--- src/rtl/leitor_ps2_sinc_if.sv ---
// Receiver result bundle: decoded code with prefix flags, result/error strobes and busy.
// The release-prefix flag is named key_release because `release` is a reserved word.
interface leitor_ps2_sinc_if #(
    parameter int DATA_BITS = 8
);
    logic [DATA_BITS-1:0] code;
    logic                 code_valid;
    logic                 extended;
    logic                 key_release;
    logic                 parity_err;
    logic                 frame_err;
    logic                 timeout_err;
    logic                 busy;

    modport master (
        output code, code_valid, extended, key_release,
        output parity_err, frame_err, timeout_err, busy
    );

    modport slave (
        input code, code_valid, extended, key_release,
        input parity_err, frame_err, timeout_err, busy
    );
endinterface

--- src/rtl/leitor_ps2_sinc.sv ---
// clk-synchronous PS/2 device-to-host receiver: synchronise, de-glitch, frame check,
// watchdog abort and optional E0/F0 prefix folding; results leave as one-cycle strobes.
module leitor_ps2_sinc #(
    parameter int DATA_BITS     = 8,
    parameter int FILTER_LEN    = 4,
    parameter int TIMEOUT       = 50000,
    parameter int DECODE_PREFIX = 1
) (
    input  logic clk,
    input  logic reset,
    input  logic ps2_clk,
    input  logic ps2_data,
    leitor_ps2_sinc_if.master rx
);
    localparam int FLT_W = $clog2(FILTER_LEN + 1);
    localparam int WD_W  = $clog2(TIMEOUT + 1);
    localparam int IDX_W = $clog2(DATA_BITS + 1);
    localparam bit PREFIX_EN = (DECODE_PREFIX != 0) && (DATA_BITS == 8);

    typedef enum logic [1:0] {IDLE, DATA, PARITY, STOP} state_t;

    logic [1:0]           clk_s, dat_s;
    logic                 filt, filt_q;
    logic [FLT_W-1:0]     flt_cnt;
    logic                 fall, data_bit;

    state_t               state_q, state_nxt;
    logic [IDX_W-1:0]     idx_q, idx_nxt;
    logic [DATA_BITS-1:0] sh_q, sh_nxt;
    logic                 par_ok_q, par_ok_nxt;
    logic [WD_W-1:0]      wd_q, wd_nxt;
    logic                 ext_pend_q, ext_pend_nxt, rel_pend_q, rel_pend_nxt;
    logic [DATA_BITS-1:0] code_q, code_nxt;
    logic                 ext_q, ext_nxt, rel_q, rel_nxt;
    logic                 valid_q, valid_nxt, perr_q, perr_nxt;
    logic                 ferr_q, ferr_nxt, terr_q, terr_nxt;
    logic                 expired;

    always_ff @(posedge clk or negedge reset) begin
        if (!reset) begin
            clk_s   <= 2'b11;
            dat_s   <= 2'b11;
            filt    <= 1'b1;
            filt_q  <= 1'b1;
            flt_cnt <= '0;
        end else begin
            clk_s  <= {clk_s[0], ps2_clk};
            dat_s  <= {dat_s[0], ps2_data};
            filt_q <= filt;
            // The filtered level only moves after FILTER_LEN consecutive disagreeing samples
            if (clk_s[1] == filt) begin
                flt_cnt <= '0;
            end else if (flt_cnt == FLT_W'(FILTER_LEN - 1)) begin
                filt    <= clk_s[1];
                flt_cnt <= '0;
            end else begin
                flt_cnt <= flt_cnt + FLT_W'(1);
            end
        end
    end

    assign fall     = ~filt & filt_q;
    assign data_bit = dat_s[1];
    assign expired  = (state_q != IDLE) && (wd_q == WD_W'(TIMEOUT - 1));

    always_ff @(posedge clk or negedge reset) begin
        if (!reset) begin
            state_q    <= IDLE;
            idx_q      <= '0;
            sh_q       <= '0;
            par_ok_q   <= 1'b0;
            wd_q       <= '0;
            ext_pend_q <= 1'b0;
            rel_pend_q <= 1'b0;
            code_q     <= '0;
            ext_q      <= 1'b0;
            rel_q      <= 1'b0;
            valid_q    <= 1'b0;
            perr_q     <= 1'b0;
            ferr_q     <= 1'b0;
            terr_q     <= 1'b0;
        end else begin
            state_q    <= state_nxt;
            idx_q      <= idx_nxt;
            sh_q       <= sh_nxt;
            par_ok_q   <= par_ok_nxt;
            wd_q       <= wd_nxt;
            ext_pend_q <= ext_pend_nxt;
            rel_pend_q <= rel_pend_nxt;
            code_q     <= code_nxt;
            ext_q      <= ext_nxt;
            rel_q      <= rel_nxt;
            valid_q    <= valid_nxt;
            perr_q     <= perr_nxt;
            ferr_q     <= ferr_nxt;
            terr_q     <= terr_nxt;
        end
    end

    always_comb begin
        state_nxt    = state_q;
        idx_nxt      = idx_q;
        sh_nxt       = sh_q;
        par_ok_nxt   = par_ok_q;
        wd_nxt       = wd_q;
        ext_pend_nxt = ext_pend_q;
        rel_pend_nxt = rel_pend_q;
        code_nxt     = code_q;
        ext_nxt      = ext_q;
        rel_nxt      = rel_q;
        valid_nxt    = 1'b0;
        perr_nxt     = 1'b0;
        ferr_nxt     = 1'b0;
        terr_nxt     = 1'b0;

        if (state_q == IDLE || fall) wd_nxt = '0;
        else                         wd_nxt = wd_q + WD_W'(1);

        // Watchdog expiry outranks an edge landing in the same cycle
        if (expired) begin
            terr_nxt     = 1'b1;
            state_nxt    = IDLE;
            ext_pend_nxt = 1'b0;
            rel_pend_nxt = 1'b0;
            wd_nxt       = '0;
        end else if (fall) begin
            unique case (state_q)
                IDLE: begin
                    if (!data_bit) begin
                        state_nxt = DATA;
                        idx_nxt   = '0;
                    end
                end
                DATA: begin
                    sh_nxt = {data_bit, sh_q[DATA_BITS-1:1]};
                    if (idx_q == IDX_W'(DATA_BITS - 1)) state_nxt = PARITY;
                    else                                idx_nxt   = idx_q + IDX_W'(1);
                end
                PARITY: begin
                    par_ok_nxt = (^sh_q) ^ data_bit;
                    state_nxt  = STOP;
                end
                STOP: begin
                    state_nxt = IDLE;
                    if (!data_bit || !par_ok_q) begin
                        ferr_nxt     = ~data_bit;
                        perr_nxt     = data_bit;
                        ext_pend_nxt = 1'b0;
                        rel_pend_nxt = 1'b0;
                    end else if (PREFIX_EN && sh_q == DATA_BITS'(8'hE0)) begin
                        ext_pend_nxt = 1'b1;
                    end else if (PREFIX_EN && sh_q == DATA_BITS'(8'hF0)) begin
                        rel_pend_nxt = 1'b1;
                    end else begin
                        valid_nxt    = 1'b1;
                        code_nxt     = sh_q;
                        ext_nxt      = ext_pend_q;
                        rel_nxt      = rel_pend_q;
                        ext_pend_nxt = 1'b0;
                        rel_pend_nxt = 1'b0;
                    end
                end
                default: state_nxt = IDLE;
            endcase
        end
    end

    assign rx.code        = code_q;
    assign rx.code_valid  = valid_q;
    assign rx.extended    = ext_q;
    assign rx.key_release = rel_q;
    assign rx.parity_err  = perr_q;
    assign rx.frame_err   = ferr_q;
    assign rx.timeout_err = terr_q;
    assign rx.busy        = (state_q != IDLE);
endmodule

--- src/flat_wrapper.sv ---
// flat-port wrapper written by rule: the top's interface ports become plain ports
module leitor_ps2_sinc_flat 
#(
    parameter int DATA_BITS     = 8,
    parameter int FILTER_LEN    = 4,
    parameter int TIMEOUT       = 50000,
    parameter int DECODE_PREFIX = 1
)
  (clk, reset, ps2_clk, ps2_data, rx_code, rx_code_valid, rx_extended, rx_key_release, rx_parity_err, rx_frame_err, rx_timeout_err, rx_busy);
  leitor_ps2_sinc_if #(.DATA_BITS(DATA_BITS)) rx_i ();
  input  logic clk;
  input  logic reset;
  input  logic ps2_clk;
  input  logic ps2_data;
  output wire logic [$bits(rx_i.code)-1:0] rx_code;
  output wire logic [$bits(rx_i.code_valid)-1:0] rx_code_valid;
  output wire logic [$bits(rx_i.extended)-1:0] rx_extended;
  output wire logic [$bits(rx_i.key_release)-1:0] rx_key_release;
  output wire logic [$bits(rx_i.parity_err)-1:0] rx_parity_err;
  output wire logic [$bits(rx_i.frame_err)-1:0] rx_frame_err;
  output wire logic [$bits(rx_i.timeout_err)-1:0] rx_timeout_err;
  output wire logic [$bits(rx_i.busy)-1:0] rx_busy;
  assign rx_code = rx_i.code;
  assign rx_code_valid = rx_i.code_valid;
  assign rx_extended = rx_i.extended;
  assign rx_key_release = rx_i.key_release;
  assign rx_parity_err = rx_i.parity_err;
  assign rx_frame_err = rx_i.frame_err;
  assign rx_timeout_err = rx_i.timeout_err;
  assign rx_busy = rx_i.busy;
  leitor_ps2_sinc #(.DATA_BITS(DATA_BITS), .FILTER_LEN(FILTER_LEN), .TIMEOUT(TIMEOUT), .DECODE_PREFIX(DECODE_PREFIX)) u_core (.clk(clk), .reset(reset), .ps2_clk(ps2_clk), .ps2_data(ps2_data), .rx(rx_i));
endmodule
--- config.mk ---
export PLATFORM = sky130hd
export DESIGN_NAME = leitor_ps2_sinc_flat
export DESIGN_NICKNAME = d
export VERILOG_FILES = /design/src/rtl/leitor_ps2_sinc_if.sv /design/src/rtl/leitor_ps2_sinc.sv /design/src/flat_wrapper.sv
export SDC_FILE = /design/constraint.sdc
export NUM_CORES = 1
export LEC_CHECK = 0
export ABC_CLOCK_PERIOD_IN_PS = 5230
export CAP_MARGIN = 20
export CORE_MARGIN = 5
export CORE_UTILIZATION = 60
export DETAILED_ROUTE_END_ITERATION = 6
export HOLD_SLACK_MARGIN = 0.03
export PLACE_DENSITY = 0.86
export SYNTH_ARGS = -nofsm -noshare
export SYNTH_HDL_FRONTEND = slang
export SYNTH_SLANG_ARGS = --single-unit
--- constraint.sdc ---
create_clock -name clk -period 5.23 [get_ports clk]
set_clock_uncertainty 0.1 [all_clocks]
set_input_delay 0.523 -clock clk [delete_from_list [all_inputs] [get_ports clk]]
set_output_delay 0.523 -clock clk [all_outputs]
set_load 0.02 [all_outputs]
; ---- After elaboration in Yosys (flattened, before gate mapping)
; Index checks and enable logic that the tools add are counted.
[classes]
add_sub_neg = 3
n_mul = 0
n_div = 0
order_cmp = 0
eq_ne = 15
n_shift = 0
n_mux = 39
bitwise = 9
reduce_logical = 19
[op_table]
columns = op, count
row1 = 16-bit 2-to-1 mux, 2
row2 = 1-bit 2-to-1 mux, 27
row3 = "16-bit by 1-bit adder with 16-bit output, second input constant", 1
row4 = "16-bit equality test, second input constant", 1
row5 = "8-bit equality test, second input constant", 2
row6 = 3-bit AND reduction, 5
row7 = 2-bit 2-to-1 mux, 4
row8 = 4-bit 2-to-1 mux, 2
row9 = 2-bit one-hot mux with 4 select lines, 1
row10 = 4-bit one-hot mux with 2 select lines, 1
row11 = 2-bit nonzero test, 4
row12 = 8-bit parity, 1
row13 = 1-bit NOT, 7
row14 = 3-bit 2-to-1 mux, 2
row15 = "3-bit by 1-bit != test with 1-bit output, second input constant", 2
row16 = 6-bit AND reduction, 1
row17 = 5-bit AND reduction, 1
row18 = "4-bit by 1-bit adder with 4-bit output, second input constant", 1
row19 = "2-bit equality test, second input constant", 2
row20 = "4-bit by 3-bit equality test with 1-bit output, second input constant", 1
row21 = "2-bit != test, second input constant", 2
row22 = "4-bit by 1-bit != test with 1-bit output, second input constant", 1
row23 = "3-bit by 1-bit adder with 3-bit output, second input constant", 1
row24 = "3-bit by 2-bit equality test with 1-bit output, second input constant", 1
row25 = 10 further kinds, 12
[word_totals]
regBits = 56
latch_bits = 0
ram_bits = 0
rom_bits = 0
input_bits = 4
out_inout_bits = 15
wordCells = 104
n_memories = 0

; ---- Depth between registers and ports, before layout
; Gate-level depths: netlist of run 1.
[logic_depth]
depth_word = 7
depth_mapped = 9
depth_no_buf = 7

; ---- Least setup slack after synthesis of run 1
; OpenSTA, ideal clock, no wires.
[synth_timing]
path_kind = register -> register
startpoint = register u_core.wd_q[0]
endpoint = register u_core.code_q[0] (netlist: u_core.rx.code[0])
setup_time_ps = 125
arrival_ps = 1860
path_slack_ps = 3145
path_stages_with_launch = 8
path_buffers = 1
period_less_slack_ps = 2085
cell_sequence = dfrtp_1 ha_1 and3_1 nand3_4 nor2_8 nor4_2 buf_6 mux2_4
[synth_between]
elab_chain_len = 4
[synth_lines]
columns = item, line_no
row1 = from (decl), leitor_ps2_sinc.sv:31  ; logic [WD_W-1:0] wd_q, wd_nxt;
row2 = from (signal assigned), leitor_ps2_sinc.sv:87  ; wd_q <= wd_nxt;
row3 = 16-bit equality test, leitor_ps2_sinc.sv:64  ; assign expired = (state_q != IDLE) && (wd_q == WD_W'(TIMEOUT - 1));
row4 = 1-bit logical AND, leitor_ps2_sinc.sv:64
row5 = named net u_core.expired, leitor_ps2_sinc.sv:37  ; logic expired;
row6 = 1-bit NOT (no source line), -
row7 = 6-bit AND reduction (no source line), -
row8 = to (signal assigned), leitor_ps2_sinc.sv:90  ; code_q <= code_nxt;
row9 = to (decl), leitor_ps2_sinc.sv:33  ; logic [DATA_BITS-1:0] code_q, code_nxt;
; The timed path passes the listed nets, and every way through them passes these cells.
; A chain may end at the register's enable or synchronous reset.

; ---- Final worst setup path of run 1
[layout_timing]
startpoint = register u_core.state_q[0]
endpoint = output port rx_busy
[layout_between]
elab_chain_len = 1
[layout_lines]
columns = item, line_no
row1 = from (decl), leitor_ps2_sinc.sv:27  ; state_t state_q, state_nxt;
row2 = from (signal assigned), leitor_ps2_sinc.sv:83  ; state_q <= state_nxt;
row3 = 2-bit nonzero test, leitor_ps2_sinc.sv:175  ; assign rx.busy = (state_q != IDLE);
row4 = to (decl), flat_wrapper.sv:22  ; output wire logic [$bits(rx_i.busy)-1:0] rx_busy;
; Every way passes these cells.

==> results.yml, run 1 <==
synthesis:
  syn_inst: 223
  ys_seq_area_share_pct: 52.99
  async_flop_share_pct: 100.0
  synth_most_common_cell: "dfrtp_1"
  yosys_register_bits: 56
  yosys_warnings: 0
  synth_edf_count: 0
  ys_top_cells_by_count: "50 x dfrtp_1, 25 x nor2_1, 14 x nand2_1, 13 x ha_1, 13 x xnor2_1"
  ys.flop_type: "dfrtp_1"
  syn_area_per_cell_um2: 11.92
  synthTopCellsByArea: "dfrtp_1 47%, ha_1 6.1%, dfstp_2 5.9%"
  synth_top_cell_area_share_pct: 47.06
  synth_top_area_cell: "dfrtp_1"
  syn_nets: 240
  ys_types: 47
  netlist_area_um2: 2659
power_and_ir_drop:
  power_density_nw_per_um2: 404.2
  comb_power_share_pct: 30.7
  ir_drop_uv: 254.8
  p_leak_uw: 0.001322
  switching_share_pct: 32.54
  p_sw_uw: 391.3
  power_uw: 1202
  pwr-share-clk_pct: 23.0
  seq_power_share_pct: 46.3
  internal-power_uw: 811.0
sta:
  max_slew_margin_pct: 55.69
  fmax_ghz: 0.4133
  worst_pin_slew_ns: 0.6646
  setup_viol: 0
  hold_slack_ns: 0.2312
  fin_crit_ns: 2.420
  hold_violations: 0
  finalSetupTns_ns: 0
  finalMaxSlewViolations: 0
  timing.final.crit_share_pct: 46.26
  timing.final.ws_setup_ns: 2.810
  rsz0062_at_grt: "false"
die:
  die_area_um2: 5863
  io_pins: 19
  rows: 24
  dieWidth_um: 76.57
  core_um2: 4324
  start_util_pct: 61.49
  die_h_um: 76.57
critical_path:
  startpoint_type: "register"
  crit_fanout: 5
  r2r_slack_ns: 2.94
  arrival_ns: 1.80
  critPathLaunch: "u_core.state_q[0]"
  worstReg2RegEnd: "u_core.sh_q[5]"
  worstPathRequired_ns: 4.61
  r2r-start: "u_core.state_q[0]"
  reg2reg_depth: 6
  crit_end: "rx_busy"
  worstSetupPathType: "register to output pin"
  worstSetupEndpointType: "output pin"
drt:
  drtAntennaViolNets: 0
  via_count: 1655
  post-route-drc-count: 0
  drt_iter0_markers: 174
  dr.pass1.iters: 4
  wire_per_inst_um: 14.40
  avgViaCountPerCell: 5.572
  totalWireLength_um: 4277
placement:
  place.gp.congestion: 0.8033
  placed_area_um2: 2868
  dpl.hpwl_um: 2995
  post-place-ws_ns: 2.958
  io_buffer_count: 18
flow_run:
  maxCapViolations: 0
final_layout:
  antennaDiodeCount: 0
  drive_gt1_share_pct: 15.92
  area_growth_pct: 11.86
  nFillCells: 313
  fin_area_um2: 2974
  nNetsFinal: 261
cts:
  cts_resized: 0
  clk_pin_slew_ns: 0.10
  numCtsBuffers: 5
  cts_tree: "done"
  root_buffer: "clkbuf_8"
  clkSinkCount: 56
  cts_buffer_depth: 2
  ctsHoldBuffers: 0
  clk_latency_ns: 0.31
  h-tree-depth: 2
  cts_setup_buffers: 0
global_routing:
  grt_max_degree: 57
  grt.total_usage_pct: 15.91
  grt_pass1_vias: 1649
  overflow: 0
  grt_pass1_wl_um: 7507
  antenna_found_initial: 0
hold_path:
  hp-class: "primary input to asynchronous set/reset pin"
status:
  status: "completed"
[power by group through the flow]
stage	logic [uW]	clock network [uW]	registers, uW
3_5_place_dp	372	0	565
4_1_cts	374	285	556
6_report	369	277	556
3_3_place_gp	356	0	559
2_1_floorplan	289	0	556
5_1_grt	419	303	566
[cell usage in the layout (no fill, tap or decap), types with 2 or more instances in the layout]
master / count
a21o_1: 2
a22o_1: 3
and3_1: 2
and4_1: 2
buf_4: 2
clkbuf_1: 2
clkbuf_8: 5
clkdlybuf4s50_1: 17
dfrtp_1: 50
dfstp_2: 6
ha_1: 13
inv_1: 11
mux2_2: 6
mux2_4: 9
nand2_1: 14
nand3_1: 7
nand4_1: 4
nor2_1: 25
nor2b_1: 4
nor3_1: 5
o211ai_1: 2
o21ai_0: 10
xnor2_1: 13
xor2_1: 6
[flip-flops by register name, indices dropped and copies added, names as in the netlist, 2 cells and up]
register        flops
u_core.wd_q        16
u_core.rx.code      8
u_core.sh_q         8
u_core.idx_q        4
u_core.flt_cnt      3
u_core.clk_s        2
u_core.dat_s        2
u_core.state_q      2
[routing by layer]
layer,GRT usage (%),vias up,routed length [um]
met5,0,-,0
met4,7.692,0,111
met3,3.901,8,174
met2,25.26,34,2041
met1,20.33,810,1949
li1,-,803,-
[final cells by class]
cell class | instances | area, um2 | area share (%)
inverters | 11 | 41.29 | 1.388
clock buffers | 7 | 76.32 | 2.566
well taps | 52 | 65.06 | 2.188
flip-flops and latches | 56 | 1409 | 47.37
multi-input cells | 150 | 1162 | 39.08
repair buffers | 20 | 190.2 | 6.395
clock inverters | 1 | 30.03 | 1.010
[metrics by stage]
| step | util, % | instances |
|---|---|---|
| floorplan | - | 223 |
| global placement | 66.32 | 289 |
| detailed placement | 66.32 | 289 |
| CTS | 68.78 | 297 |
| global route | 68.78 | 297 |
| finish | 68.78 | 297 |
[cells by family after synthesis]
group,after synthesis,synth area share [%]
multiplexers,16,8.047
AND/OR/NAND/NOR,79,17.41
buffers and inverters,17,3.294
XOR/XNOR,19,6.259
AO/OA/AOI/OAI,23,5.882
flip-flops,56,52.99
adder cells (fa/ha/maj),13,6.118
[worst max-delay path: stages (launching register included)]
cell and delay [ns]:
dfrtp_1 0.42, inv_1 0.10, ha_1 0.27, inv_1 0.08, clkdlybuf4s50_1 0.60
[worst min path at each step]
| stage | start | endpoint | cells after the start |
|---|---|---|---|
| global placement | u_core.clk_s[0] | u_core.clk_s[1] | 0 |
| finish | reset | u_core.wd_q[8] | 2 |
| global route | u_core.clk_s[0] | u_core.clk_s[1] | 0 |
| CTS | reset | u_core.wd_q[8] | 2 |
| floorplan | reset | u_core.ext_pend_q | 0 |
| detailed placement | u_core.dat_s[0] | u_core.dat_s[1] | 0 |
(Power assumes the default switching activity.)
==> run 2: changes to the inputs <==
--- a/config.mk
+++ b/config.mk
@@ -5,13 +5,13 @@
 export SDC_FILE = /design/constraint.sdc
 export NUM_CORES = 1
 export LEC_CHECK = 0
-export ABC_CLOCK_PERIOD_IN_PS = 5230
+export ABC_CLOCK_PERIOD_IN_PS = 2000
 export CAP_MARGIN = 20
 export CORE_MARGIN = 5
-export CORE_UTILIZATION = 60
+export CORE_UTILIZATION = 52
 export DETAILED_ROUTE_END_ITERATION = 6
 export HOLD_SLACK_MARGIN = 0.03
-export PLACE_DENSITY = 0.86
+export PLACE_DENSITY = 0.8
 export SYNTH_ARGS = -nofsm -noshare
 export SYNTH_HDL_FRONTEND = slang
 export SYNTH_SLANG_ARGS = --single-unit
==> constraint.sdc (replaced) <==
create_clock -name clk -period 2 [get_ports clk]
set_clock_uncertainty 0.1 [all_clocks]
set_input_delay 0.2 -clock clk [delete_from_list [all_inputs] [get_ports clk]]
set_output_delay 0.2 -clock clk [all_outputs]
set_load 0.02 [all_outputs]
==> results.yml, run 2 (synthesized netlist as in run 1, its figures left out) <==
die:
  core_um2: 5042
  rows: 26
  dieWidth_um: 81.51
  io_pins: 19
  die_area_um2: 6643
  start_util_pct: 52.73
  die_h_um: 81.51
hold_path:
  min-delay-start: "ps2_data"
  hp-class: "primary input to register"
final_layout:
  instances_no_fill: 342
  antennaDiodeCount: 0
  nNetsFinal: 288
  fin_util_pct: 65.14
  layout_commonest_cell: "dfrtp_1"
  mostFrequentLayoutCells: "50 x dfrtp_1, 25 x nor2_1, 25 x buf_4, 16 x clkdlybuf4s50_1, 14 x nand2_1"
  area_growth_pct: 23.53
  top_register: "u_core.wd_q"
  fin_area_um2: 3284
  drive_gt1_share_pct: 26.47
  largest_reg_flops: 16
placement:
  io_buffer_count: 18
  dpl.hpwl_um: 3305
  dp.cells: 327
  place.gp.congestion: 0.8179
  placed_area_um2: 3075
critical_path:
  worstSetupPathType: "register to register"
  worstPathRequired_ns: 2.10
  arrival_ns: 2.12
  r2r-start: "u_core.wd_q[0]"
  crit_fanout: 6
  critPathLaunch: "u_core.wd_q[0]"
  worstSetupEndpointType: "register"
  startpoint_type: "register"
global_routing:
  overflow: 0
  grt_max_degree: 57
  antenna_found_initial: 0
  grt_pass1_vias: 1792
  grt_pass1_wl_um: 7997
  grt.total_usage_pct: 15.64
sta:
  worst_pin_slew_ns: 0.2950
  finalMaxSlewViolations: 0
  rsz0062_at_grt: "true"
  finalSetupTns_ns: -0.02530
  fin_crit_ns: 2.021
  setup_viol: 3
  hold_violations: 0
  max_slew_margin_pct: 80.27
  timing.final.crit_share_pct: 101.0
  fmax_ghz: 0.4948
  timing.final.ws_setup_ns: -0.02084
drt:
  drt_iter0_markers: 57
  avgViaCountPerCell: 5.058
  totalWireLength_um: 4643
  wire_per_inst_um: 13.58
  drtAntennaViolNets: 0
  dr.pass1.iters: 4
  via_count: 1730
  post-route-drc-count: 0
cts:
  cts_tree: "done"
  root_buffer: "clkbuf_8"
  h-tree-depth: 2
  cts_buffer_depth: 2
  clkSinkCount: 56
  clk_pin_slew_ns: 0.10
  numCtsBuffers: 5
  clk_latency_ns: 0.31
status:
  violations: "setup timing"
  status: "finished, violations left"
power_and_ir_drop:
  power_density_nw_per_um2: 999.9
  ir_drop_uv: 624.4
  p_leak_uw: 0.001461
flow_run:
  maxCapViolations: 0
[run 2: changes by cell type in the layout (fill, tap and decap cells not counted), moves of 2 or more]
| cell | previous run | this run |
|---|---|---|
| inv_1 | 11 | 9 |
| buf_12 | 0 | 2 |
| clkbuf_1 | 2 | 0 |
| inv_2 | 0 | 2 |
| buf_4 | 2 | 25 |
| ha_1 | 13 | 11 |
[run 2: worst max-delay path, stage by stage (launching register included)]
cell,delay [ns]
dfrtp_1,0.41
ha_2,0.20
and3_4,0.19
nand3_4,0.10
nor2_8,0.05
nor4_4,0.22
buf_4,0.19
buf_12,0.13
mux2_2,0.33
[run 2: through the flow]
step | hold WS (ns) | setup slack (ns) | total power, uW
4_1_cts | 0.1687 | 0.02772 | 3261
2_1_floorplan | -0.1956 | 0.002822 | 2215
6_report | 0.1836 | -0.02084 | 3284
3_5_place_dp | 0.1300 | 0.005653 | 2616
5_1_grt | 0.1567 | -0.09287 | 3545
3_3_place_gp | 0.1152 | 0.06825 | 2567
[run 2: where the power goes]
group          switching (uW)  internal (uW)
clock network             381            258
registers                 130           1320
logic                     600            597
total                    1110           2170
[run 2: routing by layer]
layer	global-route usage (%)	part of all wire, %	vias to the layer above
li1	-	-	857
met1	19.86	46	844
met2	26.22	49	22
met3	3.618	3.2	7
met4	5.405	1.9	0
met5	0	0	-
[run 2: path summary, 6_finish.rpt]
path / cells past startpoint / slack, ns / end
min in group asynchronous: 3 / 0.31 / u_core.rx.code[0]
hold / removal: 1 / 0.18 / u_core.dat_s[0]
hold reg to reg: 0 / 0.26 / u_core.clk_s[1]
max in group asynchronous: 3 / 1.21 / u_core.clk_s[0]
setup / recovery: 8 / -0.02 / u_core.rx.code[7]
setup reg to reg: 8 / -0.02 / u_core.rx.code[7]
[run 2: cell type report]
| class | instances | area, um2 |
|---|---|---|
| Fill cell | 377 | 1758 |
| Tap cell | 70 | 87.58 |
| Inverter | 11 | 41.29 |
| Sequential cell | 56 | 1409 |
| Clock inverter | 3 | 27.53 |
| Clock buffer | 5 | 68.82 |
| Timing Repair Buffer | 47 | 436.7 |
| Multi-Input combinational cell | 150 | 1214 |
[run 2: what timing repair did]
item | 4_1_cts | 5_1_grt
endpoints found under the hold margin | 50 | 0
gates cloned | 0 | 1
endpoints found under the setup margin | 2 | 19
pin swaps | 0 | 6
gates resized for setup | 2 | 8
setup buffers | 0 | 5
hold buffers | 1 | 0
==> run 3: changes to the inputs <==
--- a/config.mk
+++ b/config.mk
@@ -5,7 +5,6 @@
 export SDC_FILE = /design/constraint.sdc
 export NUM_CORES = 1
 export LEC_CHECK = 0
-export ABC_CLOCK_PERIOD_IN_PS = 2000
 export CAP_MARGIN = 20
 export CORE_MARGIN = 5
 export CORE_UTILIZATION = 52
==> results of run 3 <==
The final DEF is identical to that of run 2; final timing and power are the same.
